[config.mk]
export PLATFORM = sky130hd
export DESIGN_NAME = mem_mfc_responder
export DESIGN_NICKNAME = d
export VERILOG_FILES = /design/src/rtl/sparc_mem_pkg.sv /design/src/rtl/mem_byte_lane.sv /design/src/rtl/mem_mfc_responder.sv
export SDC_FILE = /design/constraint.sdc
export NUM_CORES = 2
export LEC_CHECK = 0
export CAP_MARGIN = 20
export CORE_UTILIZATION = 40
export CTS_BUF_LIST = sky130_fd_sc_hd__clkbuf_2 sky130_fd_sc_hd__clkbuf_4 sky130_fd_sc_hd__clkbuf_8
export CTS_CLUSTER_SIZE = 24
export DETAILED_ROUTE_END_ITERATION = 8
export GPL_TIMING_DRIVEN = 0
export SLEW_MARGIN = 40
export SYNTH_ARGS = -nofsm -noshare
export SYNTH_HDL_FRONTEND = slang
export SYNTH_MEMORY_MAX_BITS = 65536
export SYNTH_SLANG_ARGS = --single-unit
[constraint.sdc]
create_clock -name Clk -period 4.9 [get_ports Clk]
set_input_delay 0.49 -clock Clk [delete_from_list [all_inputs] [get_ports Clk]]
set_output_delay 0.49 -clock Clk [all_outputs]
set_load 0.03 [all_outputs]
[src/rtl/sparc_mem_pkg.sv]
// Shared definitions for the SPARC-style RAM responder: op3 codes,
// FSM state encoding, access size codes and opcode decode helpers.
package sparc_mem_pkg;

   localparam logic [5:0] OP_LD   = 6'b000000;
   localparam logic [5:0] OP_LDUB = 6'b000001;
   localparam logic [5:0] OP_LDUH = 6'b000010;
   localparam logic [5:0] OP_ST   = 6'b000100;
   localparam logic [5:0] OP_STB  = 6'b000101;
   localparam logic [5:0] OP_STH  = 6'b000110;
   localparam logic [5:0] OP_LDSB = 6'b001001;
   localparam logic [5:0] OP_LDSH = 6'b001010;

   typedef enum logic [1:0] {
      S_IDLE = 2'd0,
      S_BUSY = 2'd1,
      S_DONE = 2'd2
   } state_t;

   typedef enum logic [1:0] {
      SZ_NONE = 2'd0,
      SZ_BYTE = 2'd1,
      SZ_HALF = 2'd2,
      SZ_WORD = 2'd3
   } size_t;

   // Unsupported opcodes map to SZ_NONE so they never touch the array.
   function automatic size_t op_to_size(input logic [5:0] op);
      case (op)
         OP_LDUB, OP_LDSB, OP_STB: return SZ_BYTE;
         OP_LDUH, OP_LDSH, OP_STH: return SZ_HALF;
         OP_LD, OP_ST:             return SZ_WORD;
         default:                  return SZ_NONE;
      endcase
   endfunction

   function automatic logic op_is_store(input logic [5:0] op);
      return (op == OP_ST) || (op == OP_STB) || (op == OP_STH);
   endfunction

endpackage

[src/rtl/mem_byte_lane.sv]
// Combinational big-endian lane steering for the RAM responder.
// Store side turns opcode/offset/data into per-byte enables and replicated
// lane data; load side picks and extends the addressed bytes of a word.
// Byte enable bit k and lane k refer to the byte at word offset k,
// which sits in bits [31-8k -: 8] of the word (big-endian).
module mem_byte_lane
   import sparc_mem_pkg::*;
(
   input  logic [5:0]  op,
   input  logic [1:0]  addr_lo,
   input  logic [31:0] store_data,
   input  logic [31:0] read_word,
   output logic [3:0]  byte_we,
   output logic [31:0] lane_data,
   output logic [31:0] load_data
);

   logic [7:0]  sel_byte;
   logic [15:0] sel_half;

   // Store steering: enables for the addressed bytes, data copied onto every lane.
   always_comb begin
      byte_we   = 4'b0000;
      lane_data = store_data;
      case (op)
         OP_ST: begin
            byte_we   = 4'b1111;
            lane_data = store_data;
         end
         OP_STB: begin
            byte_we   = 4'b0001 << addr_lo;
            lane_data = {4{store_data[7:0]}};
         end
         OP_STH: begin
            byte_we   = addr_lo[1] ? 4'b1100 : 4'b0011;
            lane_data = {2{store_data[15:0]}};
         end
         default: begin
            byte_we   = 4'b0000;
            lane_data = store_data;
         end
      endcase
   end

   // Load extraction: pick the addressed byte/half and extend it per opcode.
   always_comb begin
      sel_byte  = read_word[31:24];
      sel_half  = addr_lo[1] ? read_word[15:0] : read_word[31:16];
      load_data = 32'd0;
      case (addr_lo)
         2'd0: sel_byte = read_word[31:24];
         2'd1: sel_byte = read_word[23:16];
         2'd2: sel_byte = read_word[15:8];
         default: sel_byte = read_word[7:0];
      endcase
      case (op)
         OP_LD:   load_data = read_word;
         OP_LDUB: load_data = {24'd0, sel_byte};
         OP_LDSB: load_data = {{24{sel_byte[7]}}, sel_byte};
         OP_LDUH: load_data = {16'd0, sel_half};
         OP_LDSH: load_data = {{16{sel_half[15]}}, sel_half};
         default: load_data = 32'd0;
      endcase
   end

endmodule

[src/rtl/mem_mfc_responder.sv]
// Responder end of the RAM_enable/MFC four-phase handshake. Latches the
// request, waits WAIT_STATES cycles, performs the access on a big-endian
// byte array, raises MFC and holds it until RAM_enable drops.
// Optional feature macro: MEM_ALIGN_CHECK_EN (flag misaligned accesses
// instead of forcing them to alignment).
module mem_mfc_responder
   import sparc_mem_pkg::*;
#(
   parameter int ADDR_WIDTH  = 9,
   parameter int WAIT_STATES = 2
)(
   input  logic        Clk,
   input  logic        RESET,
   input  logic        RAM_enable,
   input  logic [5:0]  RAM_OpCode,
   input  logic [31:0] RAM_addr,
   input  logic [31:0] RAM_data_in,
   output logic [31:0] RAM_data_out,
   output logic        MFC,
   output logic        align_err
);

   state_t state, state_next;

   logic [5:0]            op_q;
   logic [ADDR_WIDTH-1:0] addr_q;
   logic [31:0]           data_q;
   logic [3:0]            count;
   logic [31:0]           out_q;
   logic                  mfc_q;

   logic latch, dec, complete, release_req;

   size_t                 size;
   logic [1:0]            lane_addr;
   logic                  misaligned;
   logic [3:0]            byte_we;
   logic [31:0]           lane_data;
   logic [31:0]           read_word;
   logic [31:0]           load_data;
   logic [ADDR_WIDTH-3:0] word_idx;
   logic                  unused_addr_bits;

   logic [7:0] mem [0:(2**ADDR_WIDTH)-1];

   assign unused_addr_bits = ^RAM_addr[31:ADDR_WIDTH];

   assign size      = op_to_size(op_q);
   assign word_idx  = addr_q[ADDR_WIDTH-1:2];
   assign read_word = {mem[{word_idx, 2'd0}], mem[{word_idx, 2'd1}],
                       mem[{word_idx, 2'd2}], mem[{word_idx, 2'd3}]};

   // Offset within the word after forcing halves/words onto their natural boundary.
   always_comb begin
      lane_addr = addr_q[1:0];
      case (size)
         SZ_HALF: lane_addr = {addr_q[1], 1'b0};
         SZ_WORD: lane_addr = 2'b00;
         default: lane_addr = addr_q[1:0];
      endcase
   end

`ifdef MEM_ALIGN_CHECK_EN
   // Misaligned half/word accesses complete without touching the array.
   always_comb begin
      misaligned = ((size == SZ_HALF) && addr_q[0]) ||
                   ((size == SZ_WORD) && (addr_q[1:0] != 2'b00));
   end
`else
   assign misaligned = 1'b0;
`endif

   mem_byte_lane u_lane (
      .op         (op_q),
      .addr_lo    (lane_addr),
      .store_data (data_q),
      .read_word  (read_word),
      .byte_we    (byte_we),
      .lane_data  (lane_data),
      .load_data  (load_data)
   );

   // State register; reset wins from any state.
   always_ff @(posedge Clk) begin
      if (RESET) state <= S_IDLE;
      else       state <= state_next;
   end

   // Next-state and handshake control; a dropped request in BUSY aborts.
   always_comb begin
      state_next  = state;
      latch       = 1'b0;
      dec         = 1'b0;
      complete    = 1'b0;
      release_req = 1'b0;
      case (state)
         S_IDLE: begin
            if (RAM_enable) begin
               latch      = 1'b1;
               state_next = S_BUSY;
            end
         end
         S_BUSY: begin
            if (!RAM_enable) begin
               state_next = S_IDLE;
            end else if (count != 4'd0) begin
               dec = 1'b1;
            end else begin
               complete   = 1'b1;
               state_next = S_DONE;
            end
         end
         S_DONE: begin
            if (!RAM_enable) begin
               release_req = 1'b1;
               state_next  = S_IDLE;
            end
         end
         default: state_next = S_IDLE;
      endcase
   end

   // Operand latches, wait counter, load result and MFC.
   always_ff @(posedge Clk) begin
      if (RESET) begin
         op_q   <= 6'd0;
         addr_q <= '0;
         data_q <= 32'd0;
         count  <= 4'd0;
         out_q  <= 32'd0;
         mfc_q  <= 1'b0;
      end else begin
         if (latch) begin
            op_q   <= RAM_OpCode;
            addr_q <= RAM_addr[ADDR_WIDTH-1:0];
            data_q <= RAM_data_in;
            count  <= 4'(WAIT_STATES);
         end else if (dec) begin
            count <= count - 4'd1;
         end
         if (complete) begin
            mfc_q <= 1'b1;
            if (misaligned)              out_q <= 32'd0;
            else if (!op_is_store(op_q)) out_q <= load_data;
         end else if (release_req) begin
            mfc_q <= 1'b0;
         end
      end
   end

   // Byte array write; never cleared, and a store cut off by reset is dropped.
   always_ff @(posedge Clk) begin
      if (!RESET && complete && !misaligned) begin
         for (int k = 0; k < 4; k++) begin
            if (byte_we[k]) mem[{word_idx, 2'(k)}] <= lane_data[8*(3-k) +: 8];
         end
      end
   end

`ifdef MEM_ALIGN_CHECK_EN
   logic align_q;

   // Alignment flag, valid for the whole time MFC is high.
   always_ff @(posedge Clk) begin
      if (RESET)            align_q <= 1'b0;
      else if (complete)    align_q <= misaligned;
      else if (release_req) align_q <= 1'b0;
   end

   assign align_err = align_q;
`else
   assign align_err = 1'b0;
`endif

   assign RAM_data_out = out_q;
   assign MFC          = mfc_q;

endmodule

* Word level (Yosys, flattened, before mapping) *
Memory sizes are Yosys's and may differ from the RTL's. A register that Yosys moved wholly into a read port is not among the register bits.
Index checks and enable logic that the tools add are counted.

word-level totals
  bits in registers = 86
  bits in latches = 0
  bits in writable memories = 4,096
  memory bits (read-only) = 32
  input bits = 73
  output and inout bits = 34
  memories kept = 2

operators by class
  $add $sub $neg = 1
  $mul = 0
  divide/modulo/power cells = 0
  magnitude comparators = 0
  eq/ne operators = 16
  shifts and indexed selects = 1
  mux-type cells = 49
  bitwise gates (word level) = 1
  reductions and logical operators = 14

memories
  name              words  width  rd ports  clocked after memory_dff  wr ports  line                     text
  mem               512    8      4         4                         4         mem_mfc_responder.sv:44  logic [7:0] mem [0:(2**ADDR_WIDTH)-1];
  (name not given)  16     2      1         1                         0         sparc_mem_pkg.sv:29      case (op)

operator list
  operator               count
  $pmux W32 S5           1
  $mux W9                8
  $pmux W32 S2           1
  $mux W1                24
  $pmux W8 S3            1
  $eq A6 B3 Y1 const B   3
  $mux W16               1
  $mux W2                7
  $eq A6 B4 Y1 const B   2
  $mux W4                3
  $pmux W4 S3            1
  $eq A2 B2 Y1 const B   4
  $eq A6 B1 Y1 const B   1
  $eq A6 B2 Y1 const B   1
  $logic_not A2 Y1       3
  $logic_not A6 Y1       1
  $pmux W2 S3            1
  $eq A2 B1 Y1 const B   2
  $ne A2 B2 Y1 const B   2
  $pmux W2 S2            1
  $reduce_bool A2 Y1     2
  $reduce_bool A4 Y1     1
  $shl A1 B2 Y4 const A  1
  $sub A4 B1 Y4 const B  1
  8 further kinds        9

* Logic depth before layout (Yosys ltp) *
  depth after elaboration = 9
  mapped depth = 16
  mapped depth without buffers = 10

* Hierarchy *
From an unflattened synthesis, not the netlist that was laid out.

second synthesis, totals
  cell total of the unflattened synthesis = 7,011
  area total of the unflattened synthesis = 162,168.0 sq um

modules (own cells, without submodules)
  module             times used  cells an instance  area each (sq um)  sequential area each (sq um)
  mem_mfc_responder  1           6,883              161,034.4          124,899.8
  mem_byte_lane      1           128                1,133.6            0.0

* Worst setup path after synthesis *
No wires, ideal clock.

  kind = reg2reg
  from = reg data_q[0]
  to = mem mem[0][0] (data pin)
  library setup time = 511 ps
  data arrival time = 3,775 ps
  required time = 4,389 ps
  path slack = 613 ps
  stages on the path, launching flop included = 3
  path buffers = 0
  clock period less this slack = 4,287 ps
  cells stage by stage = dfxtp_1 a22oi_1 nand2_1

RTL lines
  what                    line                      text
  start, declared         mem_mfc_responder.sv:27   logic [31:0] data_q;
  start signal, assigned  mem_mfc_responder.sv:136  data_q <= RAM_data_in;
  end, declared           mem_mfc_responder.sv:44

==> results.txt <==
----------------------------------------------------
[Routing]
  Number of remaining DRC errors ... 2
  Vias post-DR ... 91500
  Routed wire length ... 595 mm
  Final antenna-violating net count ... 0
  Detailed-routing iteration count for the pre-antenna-repair pass ... 9
  Vias per cell ... 6.23
  Detailed-route wire length per cell ... 40.5 um
  Detailed router's first-iteration violation count ... 15400

[Synthesis]
  Most used standard cell by instance count after synthesis ... sky130_fd_sc_hd__edfxtp_1
  Asr flop ratio synth ... 0
  Number of unique standard cell types used by synthesis ... 70
  Main area contributors after synthesis ... sky130_fd_sc_hd__edfxtp_1 76%, sky130_fd_sc_hd__mux4_2 13%, sky130_fd_sc_hd__nor2_1 1.5%
  Cell types with the highest counts after synthesis ... 4096 x sky130_fd_sc_hd__edfxtp_1, 945 x sky130_fd_sc_hd__mux4_2, 663 x sky130_fd_sc_hd__nor2_1
  Synthesized area per cell ... 20.5 um^2
  Most frequently used flop master after synthesis ... sky130_fd_sc_hd__edfxtp_1
  Post-synthesis cell type with the largest combined area ... sky130_fd_sc_hd__edfxtp_1
  Cell count after synthesis ... 7908
  Post-synth top area share ... 0.758
  EDFF count, synth ... 4096
  Post-synthesis instance area ... 162000 um^2
  Syn Nets ... 7982
  Warnings from Yosys ... 0
  Sequential element share of the synthesized area ... 0.769
  Flop and latch count out of synthesis ... 4191

[Power and ir drop]
  Combinational fraction of design power ... 0.068
  Power density cells ... 401 nW/um^2
  Reported leakage power ... 54.3 nW
  Proportion of power drawn by flip-flops and latches ... 0.528
  Clock share of power ... 0.403
  Maximum ir drop on the vdd rail ... 0.000289 V
  Switching Fraction ... 0.244
  Cell-internal power ... 0.0567 W
  Switching power of the nets ... 0.0183 W

[Critical path]
  Arrival time at the worst endpoint ... 6.28 ns
  Register-to-Register Setup Slack ... -0.23 ns
  Data required time of the worst path ... 6.05 ns
  Nature of the critical path endpoint ... flip-flop
  RR Endpoint ... RAM_data_out[0]$_SDFFE_PP0P_
  Kind of critical path ... flip-flop to flip-flop
  Largest driver fanout on the critical path ... 10
  Kind of start point of the critical path ... flip-flop
  Register-to-Register Path Depth ... 14

[Clock tree]
  Clock latency on the worst-skew pair ... 1.30 ns
  Clock tree root driver cell ... sky130_fd_sc_hd__clkbuf_8
  Number of sinks on the clock net ... 4191
  Clock-pin slew of the registers on the worst-case setup and hold paths ... 0.06 ns
  TritonCTS clock tree ... yes
  Level count of the clock H-tree ... 6
  Total CTS buffers ... 671
  Worst-case clock buffer depth ... 4

[Placed design]
  Detailed placer's ending HPWL ... 417 mm
  Cell count after placement ... 13500
  Number of port buffers ... 82
  Routability congestion estimate from global placement ... 1.02

[Job]
  Max-cap violations ... 0

[STA]
  Number of failing setup endpoints in the final timing report ... 18
  Max Transition Viols Final ... 0
  Final cycle utilization of the critical path ... 1.05
  Hold WS ... 0.0593 ns
  Slew at the pin closest to its max-slew limit ... 1.05 ns
  Count of endpoints failing hold in the final timing report ... 0
  Final worst-path setup slack ... -0.228 ns
  Relative slew slack ... 0.298
  Worst clock skew on the final layout ... 0.0886 ns
  Peak Freq ... 195 MHz
  Time the worst path needs with I/O delays and setup ... 5.13 ns
  Sum Neg Setup Slack ... -1.54 ns

[Cells and area]
  Number of standard cells in the final layout excluding fillers ... 14700
  Layout overhead on the synthesized area ... 15.3%
  Share of layout cells above drive strength 1 ... 0.326
  Utilization after layout ... 0.464
  # nets final ... 8828
  Filler instances ... 33800

[Global routing]
  Aggregate global routing overflow ... 0
  Global-route wire length before repair ... 780 mm
  Number of antenna violations at the first check in global routing ... 38
  Vias in the first global route ... 88900
  Maximum number of pins on one net before global-route repair ... 105
  Global-route usage over all layers ... 0.286

[Outcome]
  Violated checks ... DRC, setup timing
  Run status ... complete, but fails checks

[Hold path]
  End point of the most critical hold path ... addr_q[6]$_SDFFE_PP0P_
  Worst Min Path Start ... RAM_addr[6]
  Instance count along the most critical hold path ... 3
  Class of the tightest hold or removal check ... input pin to flip-flop

[Floorplan]
  Cell row count ... 233
  Total Die Area ... 408000 um^2
  Std-Cell Core Area ... 403000 um^2
  Number of I/O pins ... 107
  Starting density of the core ... 0.402
  Die boundary width ... 639 um
  Die Ht ... 639 um

----------------------------------------------------
-- cells in the final DEF (no fill, tap or decap), types with 62 or more instances in the layout --
cell                              instances
sky130_fd_sc_hd__buf_2                   97
sky130_fd_sc_hd__a21oi_1                108
sky130_fd_sc_hd__mux2i_1                224
sky130_fd_sc_hd__a22oi_1                220
sky130_fd_sc_hd__mux4_2                 945
sky130_fd_sc_hd__clkbuf_1               119
sky130_fd_sc_hd__nand2_1                283
sky130_fd_sc_hd__nor2_2                 438
sky130_fd_sc_hd__o22ai_1                 80
sky130_fd_sc_hd__dfxtp_1                 86
sky130_fd_sc_hd__edfxtp_1              4096
sky130_fd_sc_hd__clkdlybuf4s50_1         82
sky130_fd_sc_hd__o21ai_0                 93
sky130_fd_sc_hd__clkbuf_4               218
sky130_fd_sc_hd__nand2_2                 62
sky130_fd_sc_hd__nand3_1                 91
sky130_fd_sc_hd__buf_4                  113
sky130_fd_sc_hd__clkbuf_8               692
sky130_fd_sc_hd__nor2_1                 198
sky130_fd_sc_hd__clkinv_1               166
sky130_fd_sc_hd__clkbuf_2                77
-- logic make-up after synthesis --
family                   synth area share
XOR/XNOR                         0.000162
AO/OA/AOI/OAI                      0.0318
other                           0.0000231
adder cells (fa/ha/maj)         0.0000771
AND/OR/NAND/NOR                    0.0321
flip-flops                          0.769
multiplexers                        0.150
buffers and inverters              0.0166
-- worst max-delay path by stage --
stage | slack, ns | to | cells past startpoint | startpoint
after global routing | -0.004 | RAM_data_out[3]$_SDFFE_PP0P_ | 12 | flip-flop
after global placement | -4.99 | mem[392][3]$_DFFE_PP_ | 2 | data_q[3]$_SDFFE_PP0P_
final | -0.23 | RAM_data_out[0]$_SDFFE_PP0P_ | 14 | flip-flop
after floorplan | 0.61 | mem[0][0]$_DFFE_PP_ | 2 | data_q[0]$_SDFFE_PP0P_
after CTS | 0.005 | RAM_data_out[1]$_SDFFE_PP0P_ | 12 | flip-flop
after detailed placement | -0.86 | RAM_data_out[2]$_SDFFE_PP0P_ | 14 | flip-flop
-- cell type report --
class	count	area, um^2	area share
clock inverters	289	2080	0.0111
repair buffers	178	2470	0.0132
flip-flops and latches	4191	125000	0.668
multi-input cells	3230	36800	0.196
diodes	10	25.0	0.000134
inverters	8	30.0	0.000160
clock buffers	904	11100	0.0594
well taps	5405	6760	0.0361
plain buffers	474	2940	0.0157
-- layer usage --
| layer | part of all wire | global-route usage | vias up |
|---|---|---|---|
| met1 | 0.35 | 0.355 | 48400 |
| met4 | 0.083 | 0.198 | 38 |
| met2 | 0.44 | 0.423 | 6961 |
| met3 | 0.12 | 0.0964 | 1579 |
| met5 | 0.0022 | 0.0183 | - |
| li1 | - | - | 34500 |
-- flip-flops by register name, indices dropped and copies added, names as in the netlist, named ones only --
| name | cells |
|---|---|
| MFC | 1 |
| RAM_data_out | 32 |
| addr_q | 9 |
| count | 4 |
| data_q | 32 |
| mem | 4096 |
| op_q | 6 |
| state | 2 |
-- critical path, cell delays in order (launching register included) --
cell and delay (ns):
sky130_fd_sc_hd__dfxtp_1 0.37, sky130_fd_sc_hd__buf_4 0.26, sky130_fd_sc_hd__buf_8 0.29, sky130_fd_sc_hd__buf_4 0.29, sky130_fd_sc_hd__buf_8 0.31, sky130_fd_sc_hd__buf_6 0.30
sky130_fd_sc_hd__buf_4 0.34, sky130_fd_sc_hd__buf_6 0.27, sky130_fd_sc_hd__mux4_2 0.36, sky130_fd_sc_hd__o22ai_2 0.26, sky130_fd_sc_hd__o21ai_1 0.29, sky130_fd_sc_hd__a32oi_1 0.38
sky130_fd_sc_hd__nand2_1 0.31, sky130_fd_sc_hd__a22oi_2 0.83, sky130_fd_sc_hd__o21ai_1 0.11
-- per-stage QoR --
stage	instance area, um^2	worst slack, ns	total power [W]
after detailed placement	173000	-0.860	0.0452
after global routing	187000	-0.00413	0.0764
final	187000	-0.228	0.0749
after global placement	170000	-4.99	0.0451
after CTS	187000	0.00517	0.0748
after floorplan	162000	0.613	0.0428
-- timing repair --
action	4_1_cts	5_1_grt
setup buffers	2	0
hold buffers	33	0
endpoints found under the setup margin	29	12
endpoints found under the hold margin	34	0
pin swaps	7	5
resized for setup	87	17
cloned	0	0
-- power groups by stage --
stage	sequential, W	clock [W]	combinational, W
after CTS	0.0396	0.0303	0.00496
after floorplan	0.0404	0	0.00239
after global routing	0.0396	0.0317	0.00513
final	0.0396	0.0302	0.00512
after global placement	0.0406	0	0.00450
after detailed placement	0.0403	0	0.00489
No activity file was read; power rests on OpenSTA's default activity.
